**config.mk**
```make
export PLATFORM = sky130hd
export DESIGN_NAME = mux_out_arbiter_flat
export DESIGN_NICKNAME = d
export VERILOG_FILES = /design/src/rtl/mux_out_arbiter_if.sv /design/src/rtl/mux_out_arbiter.sv /design/src/flat_wrapper.sv
export SDC_FILE = /design/constraint.sdc
export NUM_CORES = 1
export LEC_CHECK = 0
export CAP_MARGIN = 10
export CELL_PAD_IN_SITES_DETAIL_PLACEMENT = 2
export CELL_PAD_IN_SITES_GLOBAL_PLACEMENT = 2
export CORE_UTILIZATION = 19
export DETAILED_ROUTE_END_ITERATION = 10
export GPL_TIMING_DRIVEN = 1
export PLACE_DENSITY = 0.78
export SYNTH_ARGS = -nofsm -noshare
export SYNTH_HDL_FRONTEND = slang
export SYNTH_SLANG_ARGS = --single-unit
```
**constraint.sdc**
```tcl
create_clock -name clk -period 3.2 [get_ports clk]
set_clock_uncertainty 0.15 [all_clocks]
set_input_delay 0.96 -clock clk [delete_from_list [all_inputs] [get_ports clk]]
set_output_delay 0.96 -clock clk [all_outputs]
set_load 0.005 [all_outputs]
```
**src/rtl/mux_out_arbiter_if.sv**
```systemverilog
// Class-FIFO side and downstream side of the transmit merge point.
// Show-ahead heads p0..p3 qualified by empty; registered output word.
interface mux_out_arbiter_if #(
    parameter int WIDTH = 12
);
    logic [WIDTH-1:0] p0;
    logic [WIDTH-1:0] p1;
    logic [WIDTH-1:0] p2;
    logic [WIDTH-1:0] p3;
    logic [3:0]       empty;
    logic [3:0]       pop;
    logic             pause;
    logic [WIDTH-1:0] data_out;
    logic             valid_out;

    modport master (
        input  p0, p1, p2, p3, empty, pause,
        output pop, data_out, valid_out
    );

    modport slave (
        output p0, p1, p2, p3, empty, pause,
        input  pop, data_out, valid_out
    );
endinterface

```
**src/rtl/mux_out_arbiter.sv**
```systemverilog
// Round-robin merge of four class FIFOs into one registered stream.
// Optional class-bit checker: define MUX_OUT_CLASS_CHECK_EN.
module mux_out_arbiter #(
    parameter int WIDTH = 12
) (
    input  logic              clk,
    input  logic              reset_L,
    input  logic [3:0]        states,
    mux_out_arbiter_if.master bus,
    output logic              class_err,
    output logic [7:0]        word_cnt
);
    localparam logic [3:0] ST_FLUSH = 4'b0001;

    logic [1:0]       rr_ptr;
    logic [1:0]       gnt;
    logic [1:0]       idx;
    logic             found;
    logic             req;
    logic             flush;
    logic [WIDTH-1:0] head [4];
    logic [WIDTH-1:0] gnt_word;

    assign head[0] = bus.p0;
    assign head[1] = bus.p1;
    assign head[2] = bus.p2;
    assign head[3] = bus.p3;

    assign flush = (states == ST_FLUSH);
    assign req   = reset_L && !flush && !bus.pause
                 && (bus.empty != 4'b1111);

    // First non-empty class at or after rr_ptr, wrapping mod 4.
    always_comb begin
        gnt   = '0;
        idx   = '0;
        found = 1'b0;
        for (int k = 0; k < 4; k++) begin
            idx = rr_ptr + 2'(k);
            if (!found && !bus.empty[idx]) begin
                gnt   = idx;
                found = 1'b1;
            end
        end
    end

    assign gnt_word = head[gnt];
    assign bus.pop  = req ? (4'b0001 << gnt) : 4'b0000;

    always_ff @(posedge clk or negedge reset_L) begin
        if (!reset_L) begin
            bus.data_out  <= '0;
            bus.valid_out <= 1'b0;
            rr_ptr        <= '0;
            word_cnt      <= '0;
        end else if (flush) begin
            bus.data_out  <= '0;
            bus.valid_out <= 1'b0;
            rr_ptr        <= '0;
            word_cnt      <= '0;
        end else if (req) begin
            bus.data_out  <= gnt_word;
            bus.valid_out <= 1'b1;
            rr_ptr        <= gnt + 2'd1;
            word_cnt      <= word_cnt + 8'd1;
        end else begin
            bus.valid_out <= 1'b0;
        end
    end

`ifdef MUX_OUT_CLASS_CHECK_EN
    logic mismatch;

    // Mismatched words are still forwarded; only the flag records them.
    assign mismatch = (gnt_word[WIDTH-1 -: 2] != gnt);

    always_ff @(posedge clk or negedge reset_L) begin
        if (!reset_L) begin
            class_err <= 1'b0;
        end else if (flush) begin
            class_err <= 1'b0;
        end else if (req && mismatch) begin
            class_err <= 1'b1;
        end
    end
`else
    assign class_err = 1'b0;
`endif
endmodule

```
**src/flat_wrapper.sv**
```systemverilog
// flat-port wrapper written by rule: the top's interface ports become plain ports
module mux_out_arbiter_flat 
#(
    parameter int WIDTH = 12
)
  (clk, reset_L, states, class_err, word_cnt, bus_p0, bus_p1, bus_p2, bus_p3, bus_empty, bus_pause, bus_pop, bus_data_out, bus_valid_out);
  mux_out_arbiter_if #(.WIDTH(WIDTH)) bus_i ();
  input  logic clk;
  input  logic reset_L;
  input  logic [3:0] states;
  output logic class_err;
  output logic [7:0] word_cnt;
  input wire logic [$bits(bus_i.p0)-1:0] bus_p0;
  input wire logic [$bits(bus_i.p1)-1:0] bus_p1;
  input wire logic [$bits(bus_i.p2)-1:0] bus_p2;
  input wire logic [$bits(bus_i.p3)-1:0] bus_p3;
  input wire logic [$bits(bus_i.empty)-1:0] bus_empty;
  input wire logic [$bits(bus_i.pause)-1:0] bus_pause;
  output wire logic [$bits(bus_i.pop)-1:0] bus_pop;
  output wire logic [$bits(bus_i.data_out)-1:0] bus_data_out;
  output wire logic [$bits(bus_i.valid_out)-1:0] bus_valid_out;
  assign bus_i.p0 = bus_p0;
  assign bus_i.p1 = bus_p1;
  assign bus_i.p2 = bus_p2;
  assign bus_i.p3 = bus_p3;
  assign bus_i.empty = bus_empty;
  assign bus_i.pause = bus_pause;
  assign bus_pop = bus_i.pop;
  assign bus_data_out = bus_i.data_out;
  assign bus_valid_out = bus_i.valid_out;
  mux_out_arbiter #(.WIDTH(WIDTH)) u_core (.clk(clk), .reset_L(reset_L), .states(states), .bus(bus_i), .class_err(class_err), .word_cnt(word_cnt));
endmodule
```
* Yosys cells after proc, flatten, opt, wreduce, memory -nomap -nowiden
Cells that the tools add are included.
Word-level totals: bits in registers 23, bits of input ports 59, logic and storage cells 59
Operators by class: add/subtract/negate cells 5, $lt $le $gt $ge 5, equality and inequality tests 2, shift-type cells 1, multiplexer cells 27, bitwise gates (word level) 1, reduce and logical (&&, ||, !) cells 14
Operators by type and width (count):
- 2-to-1 mux 12 bit | 4
- binary-select mux 12 bit (select 2 bit) | 1
- 2-to-1 mux 8 bit | 2
- < comparator 2 x 3 -> 1 bit, second input constant | 4
- 2-to-1 mux 2 bit | 6
- 2-to-1 mux 1 bit | 9
- adder 8 x 1 -> 8 bit, second input constant | 1
- binary-select mux 1 bit (select 2 bit) | 4
- zero test 1 bit | 7
- logical AND 1 bit | 6
- adder 2 x 1 -> 2 bit, second input constant | 2
- adder 2 bit, second input constant | 2
- equality test 4 x 1 -> 1 bit, second input constant | 1
- 2-to-1 mux 4 bit | 1
- != test 4 bit, second input constant | 1
- << shifter 1 x 2 -> 4 bit, first input constant | 1
- >= comparator 3 bit, second input constant | 1
- inverter 2 -> 3 bit | 1
- nonzero test 2 bit | 1

* Depth between registers and ports, before layout
word-level depth 18, mapped depth 8, gate-level depth less buffers 6

* Worst setup path before layout
No wires, ideal clock.
kind in2out, start input bus_empty[0], end output bus_pop[3], arrival time 2.137 ns, required time 2.090 ns, path slack -0.047 ns, cell stages on the path 7, cells stage by stage or3_1 -> nand4_1 -> buf_4 -> buf_4 -> inv_1 -> ha_1 -> and2_1
Between the ends: word-level cells in the longest chain between the ends 13, elaborated cells between the ends (all ways) 27, classes of those cells 1 x eq/ne; 1 x shift; 16 x mux; 9 x reduce/logical
Ends and longest elaborated chain:
- start, declared | RTL line flat_wrapper.sv:17 | input wire logic [$bits(bus_i.empty)-1:0] bus_empty;
- binary-select mux 1 bit (select 2 bit) | RTL line mux_out_arbiter.sv:40 | if (!found && !bus.empty[idx]) begin
- 2-to-1 mux 1 bit (not written as such) | RTL line mux_out_arbiter.sv:40
- zero test 1 bit | RTL line mux_out_arbiter.sv:40
- logical AND 1 bit | RTL line mux_out_arbiter.sv:40
- 2-to-1 mux 1 bit | RTL line mux_out_arbiter.sv:40
- zero test 1 bit | RTL line mux_out_arbiter.sv:40
- logical AND 1 bit | RTL line mux_out_arbiter.sv:40
- 2-to-1 mux 1 bit | RTL line mux_out_arbiter.sv:40
- zero test 1 bit | RTL line mux_out_arbiter.sv:40
- logical AND 1 bit | RTL line mux_out_arbiter.sv:40
- 2-to-1 mux 2 bit | RTL line mux_out_arbiter.sv:40
- << shifter 1 x 2 -> 4 bit | RTL line mux_out_arbiter.sv:48 | assign bus.pop = req ? (4'b0001 << gnt) : 4'b0000;
- 2-to-1 mux 4 bit (*) | RTL line mux_out_arbiter.sv:48
- end, declared | RTL line flat_wrapper.sv:19 | output wire logic [$bits(bus_i.pop)-1:0] bus_pop;
Mark *: on every way between the ends. The rest lies on a longest branch, timed or not. The select of a mux whose other input is x is not followed.

* Worst setup path in the final report
start input bus_empty[0], end output bus_pop[2]
Same word-level chain as after synthesis.

==> parameters.txt <==
Parameter                              Value

Global route
  Wire length of the first global-routing pass    between 8000 and 9000 um
  Overflow left after global routing    0
  Total track usage    around 14%
  Maximum number of pins on one net before global-route repair    25
  Number of antenna violations at the first check in global routing    0
  Via count of the first global-routing pass    ~1800

Place
  Port buffer count    83
  RD Place Congestion    slightly below 0.8
  HPWL reported at the end of detailed placement    between 4000 and 5000 um

Synth
  Async set-reset flop share out of synthesis    100%
  Top cells by area, synth    dfrtp_1, mux2i_1, a2bb2oi_1
  Portion of the post-synthesis area used by sequential elements    approximately two fifths
  Syn avg cell area    slightly above 10 um^2
  Most instantiated flip-flop cell in the synthesis netlist    dfrtp_1
  Distinct cells, synth    33
  Synthesis-stage register bit count    23
  Number of nets in the synthesized netlist    ~210
  Syn Inst Count    approximately 140
  Top-area cell type share of the netlist area    38.8%
  Post-synth EDFFs    0
  Post-synthesis instance area    about 1500 um^2
  Post-synthesis cell type with the largest combined area    dfrtp_1
  Yosys warns    0

STA
  Final Hold Fails    0
  Least setup slack across all paths after layout    -61.7 ps
  Highest clock frequency the design can meet    0.307 GHz
  Final critical path time including I/O delays and setup    3260 ps
  Setup violation total in the final timing report    1
  Final worst hold slack    353 ps
  Final critical-path share of the clock period    102%
  Total count of max-transition violations in the final report    0
  Unrepaired setup endpoints after global routing    yes

Cells and area
  Layout area overhead    78.1%
  FF+latch area    around 580 um^2
  Net count of the finished layout    306
  Utilization after layout    between 30 and 40%
  Number of filler instances in the final layout    a little over 800
  Ant. Diodes    0
  Fraction of layout instances using a drive strength above 1    20.3%
  Multi-input gate area    a little over 900 um^2

Hold path
  Type of the worst min-delay path    reg -> reg

Setup path
  Slowest CP cell    or3_1
  Nature of the critical path endpoint    primary output
  Data arrival time of the worst path    around 2200 ps
  List of cells traversed by the critical path    buf_6 -> or3_1 -> nand4_1 -> inv_2 -> buf_6 -> ha_4 -> and2_4 -> buf_6
  Cell repeated most along the worst path    buf_6
  Register-to-register setup slack    between 600 and 700 ps
  Largest incremental delay on the critical path    around 300 ps
  Critical Path RT    2090 ps
  Buffers plus inverters on the worst setup path    4
  Worst Setup Start Kind    primary input
  Top delay family on crit path    simple AND/OR/NAND/NOR gates
  Crit path max fanout    3
  Critical path type    in -> out

Drt
  Number of search-and-repair iterations in the first detailed-routing pass    4
  Detailed-route via count    ~1500
  Routed length per placed instance    16.1 um
  Number of nets with antenna violations after routing    0
  DRC violations left    0
  Wire length reported by the detailed router    between 5000 and 6000 um
  Detailed-route vias per instance    ~4.4
  First-iteration detailed-routing DRC count    23

Pwr
  Max rail drop VDD    about 0.17 mV
  Leakage power summed over all cells    about 1.2 nW
  Total power divided by cell area    ~530 nW/um^2

Clocking
  Insertion delay of the later-clocked pin in the worst-skew pair    roughly 260 ps
  Post-CTS clock slew at the launch and capture registers of the worst setup and hold paths    90 ps
  Number of buffers created by CTS    3
  Largest buffer count on any clock path    2
  CTS hold repair buffers    0
  CTS Root Cell    clkbuf_8
  Count of clock tree sinks    23
  Htree depth    1
  Clock tree from TritonCTS    built

Floorplan
  Area inside the core boundary    7410 um^2
  Top-Level Pins    85
  Standard-cell row count    31
  Die area    approximately 8000 um^2
  Die Y-Extent    between 90 and 100 um
  Initial Util    between 20% and 30%
  Horizontal extent of the die    between 90 and 100 um

Outcome
  Result of the run    complete, but fails checks
  Violations in the final reports    setup timing

Job
  # Max-Cap Violations    0
## layout make-up
class                      count  share of cell area [%]
sequential                    23                    21.8
multi-input combinational    108                    34.2
timing repair buffer         103                    37.0
inverter                       3                   0.521
clock buffer                   4                    1.71
tap                           99                    4.69
## report_power, final
group | leakage [nW] | internal [mW] | switching (mW)
Combinational | 0.845 | 0.445 | 0.295
Clock | 0.0228 | 0.0891 | 0.100
Sequential | 0.295 | 0.378 | 0.0835
## worst reg2reg max path: stages (launching register included)
cell and delay [ps]:
dfrtp_1 470, or3_1 400, nand4_1 210, buf_4 170, buf_4 100, buf_4 360, mux2i_1 280, a2bb2oi_1 180
o21ai_1 90
## cell usage in the layout (no fill, tap or decap), types with 2 or more instances in the layout
cell type        synthesis  layout
a2bb2oi_1               13      12
clkdlybuf4s50_1          0      69
mux2i_1                 26      26
buf_4                    5      18
xor2_1                   2       2
dlygate4sd2_1            0       6
buf_6                    2       8
xnor2_1                  4       4
clkbuf_8                 0       3
nand4_1                  4       4
nor3_1                   3       2
buf_2                    0       2
o21ai_0                  7       7
or3_1                    2       2
ha_1                     5       2
nand2_1                  4       3
nor2_1                  12      11
o21ai_1                  6       6
ha_4                     0       3
and2_4                   0       4
dfrtp_1                 23      23
## synthesized netlist by cell type (3+ instances only)
cell	instances
nand2_1	4
inv_1	3
a2bb2oi_1	13
nand4_1	4
buf_4	5
o21ai_0	7
mux2i_1	26
nor3_1	3
xnor2_1	4
and2_1	5
dfrtp_1	23
nor2_1	12
ha_1	5
o21ai_1	6
## path summary, 6_finish.rpt
check / startpoint / to / cells past startpoint
min: u_core.bus.data_out[4]$_DFFE_PN0P_ / u_core.bus.data_out[4]$_DFFE_PN0P_ / 2
max in group asynchronous: reset_L / u_core.rr_ptr[0]$_DFFE_PN0P_ / 2
min reg2reg: u_core.bus.data_out[4]$_DFFE_PN0P_ / u_core.bus.data_out[4]$_DFFE_PN0P_ / 2
min in group asynchronous: reset_L / u_core.word_cnt[6]$_DFFE_PN0P_ / 2
max: bus_empty[0] / bus_pop[2] / 8
max reg2reg: u_core.rr_ptr[1]$_DFFE_PN0P_ / u_core.bus.data_out[11]$_DFFE_PN0P_ / 8
## metrics by stage
stage,std cells,power [mW],setup slack [ps],TNS [ps],area [um^2]
final,340,1.39,-61.7,-61.7,2640
after global routing,340,1.50,-116,-241,2640
after CTS,340,1.41,-39.4,-55.9,2620
after detailed placement,326,1.13,-870,-4090,2440
after global placement,326,1.10,-754,-3350,2440
after floorplan,144,0.775,11.0,0,1490
## flip-flops by register name, summed over array words and instances, names as in the netlist
register / flops
u_core.bus.data_out: 12
u_core.word_cnt: 8
u_core.rr_ptr: 2
u_core.bus.valid_out: 1
## kinds of logic (layout without fill, tap and decap cells)
group,Yosys count,after routing,share of synthesized area (%)
flops,23,23,38.8
compound gates,30,30,13.8
mux,26,26,17.6
xor+xnor,6,6,3.54
buf+inv,13,110,5.65
fa+ha+maj,5,5,4.22
other cells,1,1,0.253
simple gates,40,40,16.2
## metal layers
metal | track usage, % | vias up | part of all wire, %
met5 | 0 | - | 0
met4 | 4.84 | 0 | 2.0
met2 | 25.0 | 42 | 54
met3 | 2.61 | 6 | 3.9
li1 | - | 708 | -
met1 | 16.0 | 733 | 40
## what timing repair did
action	in CTS	in global routing
endpoints found under the setup margin	4	4
endpoints found under the hold margin	0	0
gates resized for setup	63	6
setup buffers	10	0
pin swaps	11	2
No activity file was read; power rests on OpenSTA's default activity.
